--- config.mk ---
export PLATFORM = sky130hd
export DESIGN_NAME = fabric_config_loader
export DESIGN_NICKNAME = d
export VERILOG_FILES = /design/src/rtl/fabric_config_loader.sv
export SDC_FILE = /design/constraint.sdc
export NUM_CORES = 2
export LEC_CHECK = 0
export CAP_MARGIN = 25
export CORE_AREA = 2 2 408 410
export DETAILED_ROUTE_END_ITERATION = 10
export DIE_AREA = 0 0 410 412
export SKIP_CTS_REPAIR_TIMING = 1
export SLEW_MARGIN = 20
export SYNTH_ARGS = -nofsm -noshare
export SYNTH_HDL_FRONTEND = slang
export SYNTH_SLANG_ARGS = --single-unit
--- constraint.sdc ---
create_clock -name clk -period 6.75 [get_ports clk]
set_clock_uncertainty 0.05 [all_clocks]
set_input_delay 0.675 -clock clk [delete_from_list [all_inputs] [get_ports clk]]
set_output_delay 0.675 -clock clk [all_outputs]
set_load 0.02 [all_outputs]
--- src/rtl/fabric_config_loader.sv ---
// Framed configuration loader: decodes header words and writes payload words into the
// routing-block and IO-block select registers, gating fabric_en until a clean commit.
module fabric_config_loader #(
  parameter int unsigned WORD     = 30,
  parameter int unsigned BRB_BITS = 900,
  parameter int unsigned IO_BITS  = 30
) (
  input  logic                clk,
  input  logic                rst_n,
  input  logic [WORD-1:0]     cfg_data,
  input  logic                cfg_valid,
  output logic                cfg_ready,
  output logic [BRB_BITS-1:0] brbselect,
  output logic [IO_BITS-1:0]  leftioselect,
  output logic [IO_BITS-1:0]  rightioselect,
  output logic [IO_BITS-1:0]  topioselect,
  output logic [IO_BITS-1:0]  bottomioselect,
  output logic                cfg_busy,
  output logic                cfg_done,
  output logic                cfg_error,
  output logic                fabric_en
);

  localparam int unsigned BRB_WORDS = BRB_BITS / WORD;

  typedef enum logic [0:0] {StIdle, StLoad} state_e;

  localparam logic [2:0] TgtBrb    = 3'd0;
  localparam logic [2:0] TgtLeft   = 3'd1;
  localparam logic [2:0] TgtRight  = 3'd2;
  localparam logic [2:0] TgtTop    = 3'd3;
  localparam logic [2:0] TgtBottom = 3'd4;
  localparam logic [2:0] TgtBad    = 3'd5;
  localparam logic [2:0] TgtClear  = 3'd6;

  state_e              state_q;
  logic                ready_q;
  logic [2:0]          tgt_q;
  logic [5:0]          ptr_q;
  logic [5:0]          remain_q;
  logic [BRB_BITS-1:0] brb_q;
  logic [IO_BITS-1:0]  left_q, right_q, top_q, bottom_q;
  logic                done_q, error_q, en_q;

  // Header field decode
  logic [7:0] hdr_magic;
  logic [5:0] hdr_start;
  logic [4:0] hdr_cnt_m1;
  logic [2:0] hdr_target;
  logic [6:0] hdr_n;
  logic [6:0] hdr_end;
  logic       range_bad;
  logic       hdr_bad;
  logic       xfer;

  always_comb begin
    hdr_magic  = cfg_data[29:22];
    hdr_start  = cfg_data[13:8];
    hdr_cnt_m1 = cfg_data[7:3];
    hdr_target = cfg_data[2:0];
    hdr_n      = {2'b00, hdr_cnt_m1} + 7'd1;
    hdr_end    = {1'b0, hdr_start} + hdr_n;
    if (hdr_target == TgtBrb) begin
      range_bad = (hdr_end > 7'(BRB_WORDS));
    end else begin
      range_bad = (hdr_start != 6'd0) || (hdr_cnt_m1 != 5'd0);
    end
    hdr_bad = (hdr_magic != 8'hA5) || (hdr_target == TgtBad) ||
              ((hdr_target <= TgtBottom) && range_bad);
    xfer    = cfg_valid && ready_q;
  end

  always_ff @(posedge clk or negedge rst_n) begin
    if (!rst_n) begin
      state_q  <= StIdle;
      ready_q  <= 1'b0;
      tgt_q    <= TgtBrb;
      ptr_q    <= '0;
      remain_q <= '0;
      brb_q    <= '0;
      left_q   <= '0;
      right_q  <= '0;
      top_q    <= '0;
      bottom_q <= '0;
      done_q   <= 1'b0;
      error_q  <= 1'b0;
      en_q     <= 1'b0;
    end else begin
      // Ready comes up one cycle after reset release.
      ready_q <= 1'b1;
      if (xfer) begin
        unique case (state_q)
          StIdle: begin
            if (hdr_bad) begin
              error_q <= 1'b1;
            end else if (hdr_target <= TgtBottom) begin
              tgt_q    <= hdr_target;
              ptr_q    <= hdr_start;
              remain_q <= hdr_n[5:0];
              en_q     <= 1'b0;
              done_q   <= 1'b0;
              state_q  <= StLoad;
            end else if (hdr_target == TgtClear) begin
              brb_q    <= '0;
              left_q   <= '0;
              right_q  <= '0;
              top_q    <= '0;
              bottom_q <= '0;
              done_q   <= 1'b0;
              en_q     <= 1'b0;
              error_q  <= 1'b0;
            end else if (!error_q) begin
              done_q <= 1'b1;
              en_q   <= 1'b1;
            end
          end
          StLoad: begin
            case (tgt_q)
              TgtBrb:    brb_q[ptr_q*WORD +: WORD] <= cfg_data;
              TgtLeft:   left_q   <= cfg_data;
              TgtRight:  right_q  <= cfg_data;
              TgtTop:    top_q    <= cfg_data;
              default:   bottom_q <= cfg_data;
            endcase
            ptr_q    <= ptr_q + 6'd1;
            remain_q <= remain_q - 6'd1;
            if (remain_q == 6'd1) state_q <= StIdle;
          end
          default: state_q <= StIdle;
        endcase
      end
    end
  end

  assign cfg_ready      = ready_q;
  assign cfg_busy       = (state_q == StLoad);
  assign cfg_done       = done_q;
  assign cfg_error      = error_q;
  assign fabric_en      = en_q;
  assign brbselect      = brb_q;
  assign leftioselect   = left_q;
  assign rightioselect  = right_q;
  assign topioselect    = top_q;
  assign bottomioselect = bottom_q;

endmodule

==> impl_metrics.csv <==
group,metric,value,unit
outcome,status,"completed",
die,die_h,412,µm
logic_synthesis,synth_area_per_cell,9.20,µm²
cells_and_area,multi_input_area,0.0227,mm²
worst_setup_path,crit_path_start_kind,"flip-flop",
worst_hold_path,min_path_type,"reg2reg",
timing,fin_ws,359,ps
worst_setup_path,path_class,"reg2reg",
drt,drt_iter0_drc,6686,
drt,num_vias,53600,
placed_design,place_congestion,1.04,
logic_synthesis,synth_edf_count,0,
timing,timing.final.crit_share,0.947,
clocking,clock-sinks,1039,
timing,fin_crit,6390,ps
clocking,clock_path_buffers,3,
cells_and_area,nNetsFinal,6670,
logic_synthesis,synth_warnings,0,
cells_and_area,final_cell_mix,"1056 x clkdlybuf4s50_1, 1037 x dfrtp_1, 1015 x nand2_1",
drt,drtPass1Iterations,7,
clocking,cts_made_buffers,119,
grt,grt_antenna_before_repair,15,
cells_and_area,layout-drive-gt1-share,0.108,
grt,grt_max_degree,149,
worst_setup_path,crit_path_max_incr_delay,790,ps
logic_synthesis,synthesis.nets,5496,
clocking,cts_tree,"done",
logic_synthesis,syn_inst,5425,
clocking,htree_levels,3,
logic_synthesis,ys_ff_latch,1039,
grt,grt-ovfl-total,0,
clocking,root_buffer,"clkbuf_16",
worst_setup_path,crit_chain,"inv_1 > fa_1 > fa_1 > inv_1 > ha_1 > or4b_1 > a211oi_2 > o22a_1 > or2_2 > nand3_2 > nor2_1 > nand2_1 > o21ai_0 > a32o_1",
worst_setup_path,crit_path_end_kind,"flip-flop",
logic_synthesis,synth-main-ff-cell,"dfrtp_1",
placed_design,hpwl,245000,µm
grt,grt_pass1_vias,51100,
grt,grt_first_pass_wirelength,437000,µm
die,pin_count,1058,
timing,tns,0,ps
worst_setup_path,critical_path.top_delay_family,"simple AND/OR/NAND/NOR gates",
logic_synthesis,mappedNetlistArea,0.0499,mm²
placed_design,dp_slack,603,ps
worst_setup_path,cp_max_fo,22,
timing,slew_headroom,0.223,
cells_and_area,final_common_cell,"clkdlybuf4s50_1",
die,core-area,0.164,mm²
worst_setup_path,path_buf_inv,2,
timing,finalSetupViolations,0,
cells_and_area,area_growth,39.4,%
timing,fmax,0.156,GHz
placed_design,numPortBuffers,1057,
timing,worstMarginPinSlew,1170,ps
logic_synthesis,seq_area_frac_synth,0.521,
cells_and_area,finalInstanceArea,0.0696,mm²
grt,track_usage,0.371,
die,initial_core_util,0.304,
cells_and_area,fillerInstances,16000,
drt,drtAntennaViolNets,0,
drt,via_per_inst,6.02,
worst_setup_path,cp_data_arrival_time,7030,ps
worst_hold_path,worstHoldStart,"brbselect[179]",
timing,hold_violations,0,
worst_setup_path,cpMaxStageDelayCell,"or2_2",
cells_and_area,regArea,0.0260,mm²
die,die_x,410,µm
logic_synthesis,ys_async_sr_fraction,1.00,
worst_setup_path,timing.rr.start,"ptr_q[3]",
die,die-area,0.169,mm²
worst_setup_path,cp_data_required_time,7380,ps
die,rows,149,
logic_synthesis,synth.distinct_cells,100,
drt,wire_per_inst,36.5,µm
worst_setup_path,critPathLaunch,"ptr_q[3]",
run,max_cap_viol_count,0,
timing,rsz0062_at_grt,"false",
drt,wl,324000,µm
clocking,clkTransAtPathRegs,70,ps
timing,slew_viol_final,0,
placed_design,place_area,0.0653,mm²
clocking,clk_latency,790,ps
drt,drc_errors,0,
worst register-to-register path, cell delays in order (launching register included):
cell	delay, ps
dfrtp_1	460
inv_1	240
fa_1	470
fa_1	490
inv_1	40
ha_1	380
or4b_1	580
a211oi_2	330
o22a_1	500
or2_2	800
nand3_2	510
nor2_1	510
nand2_1	230
o21ai_0	490
a32o_1	200
synthesized netlist by cell type, types with 26 or more instances:
cell type / count / area, µm²
mux2i_1: 77 / 771
nor2_1: 233 / 875
o21ai_1: 33 / 165
nor4_1: 28 / 175
o31ai_1: 135 / 1010
buf_1: 59 / 221
nand3_1: 689 / 3450
a22o_1: 53 / 464
a22oi_1: 43 / 323
dfrtp_1: 1039 / 26000
nor3_1: 102 / 510
o22ai_1: 104 / 651
a31oi_1: 33 / 206
nand2_1: 1016 / 3810
a21oi_1: 190 / 951
ha_1: 28 / 350
o41ai_1: 26 / 228
clkbuf_1: 246 / 923
inv_1: 42 / 158
buf_2: 58 / 290
o21ai_0: 649 / 3250
a32o_1: 110 / 1100
cell families after synthesis:
kind of cell / Yosys count / share of synthesized area
simple gates: 2242 / 0.202
compound gates: 1561 / 0.200
flops: 1039 / 0.521
buf+inv: 415 / 0.0337
mux: 110 / 0.0283
fa+ha+maj: 39 / 0.0112
xor+xnor: 18 / 0.00346
other cells: 1 / 0.0000752
through the flow:
step,util,hold slack [ps],cells
floorplan,-,329,5425
global placement,0.397,403,8657
detailed placement,0.397,414,8662
CTS,0.423,-112,8887
global route,0.423,446,8892
finish,0.424,427,8896
area by class of cell:
cell class | instances | share of cell area
diodes | 4 | 0.000144
clock buffers | 179 | 0.0511
clock inverters | 46 | 0.00964
inverters | 44 | 0.00237
multi-input cells | 3971 | 0.326
flip-flops and latches | 1039 | 0.374
well taps | 2189 | 0.0394
repair buffers | 1424 | 0.198
routing by layer:
metal / GRT usage / vias to the layer above / part of all wire
li1: - / 22200 / -
met1: 0.471 / 27200 / 0.39
met2: 0.573 / 3333 / 0.44
met3: 0.105 / 768 / 0.10
met4: 0.196 / 4 / 0.061
met5: 0 / - / 0.000068
registers in the layout, indices dropped and copies added (netlist names):
register / flops
rightioselect: 30
fabric_en: 1
cfg_ready: 1
leftioselect: 30
ptr_q: 6
cfg_busy: 1
brbselect: 900
bottomioselect: 30
cfg_error: 1
remain_q: 6
tgt_q: 3
topioselect: 30
final timing paths:
kind | end | slack (ps) | cells past startpoint
worst max-delay path | brbselect[284] | 360 | 14
min in group asynchronous | bottomioselect[4] | 470 | 2
worst max register to register | brbselect[284] | 360 | 14
worst min register to register | brbselect[179] | 430 | 2
worst min-delay path | brbselect[179] | 430 | 2
max in group asynchronous | brbselect[171] | 4570 | 3
Power is not shown: default switching activity piles up to over one toggle a cycle in this logic, so the estimate is an artifact.
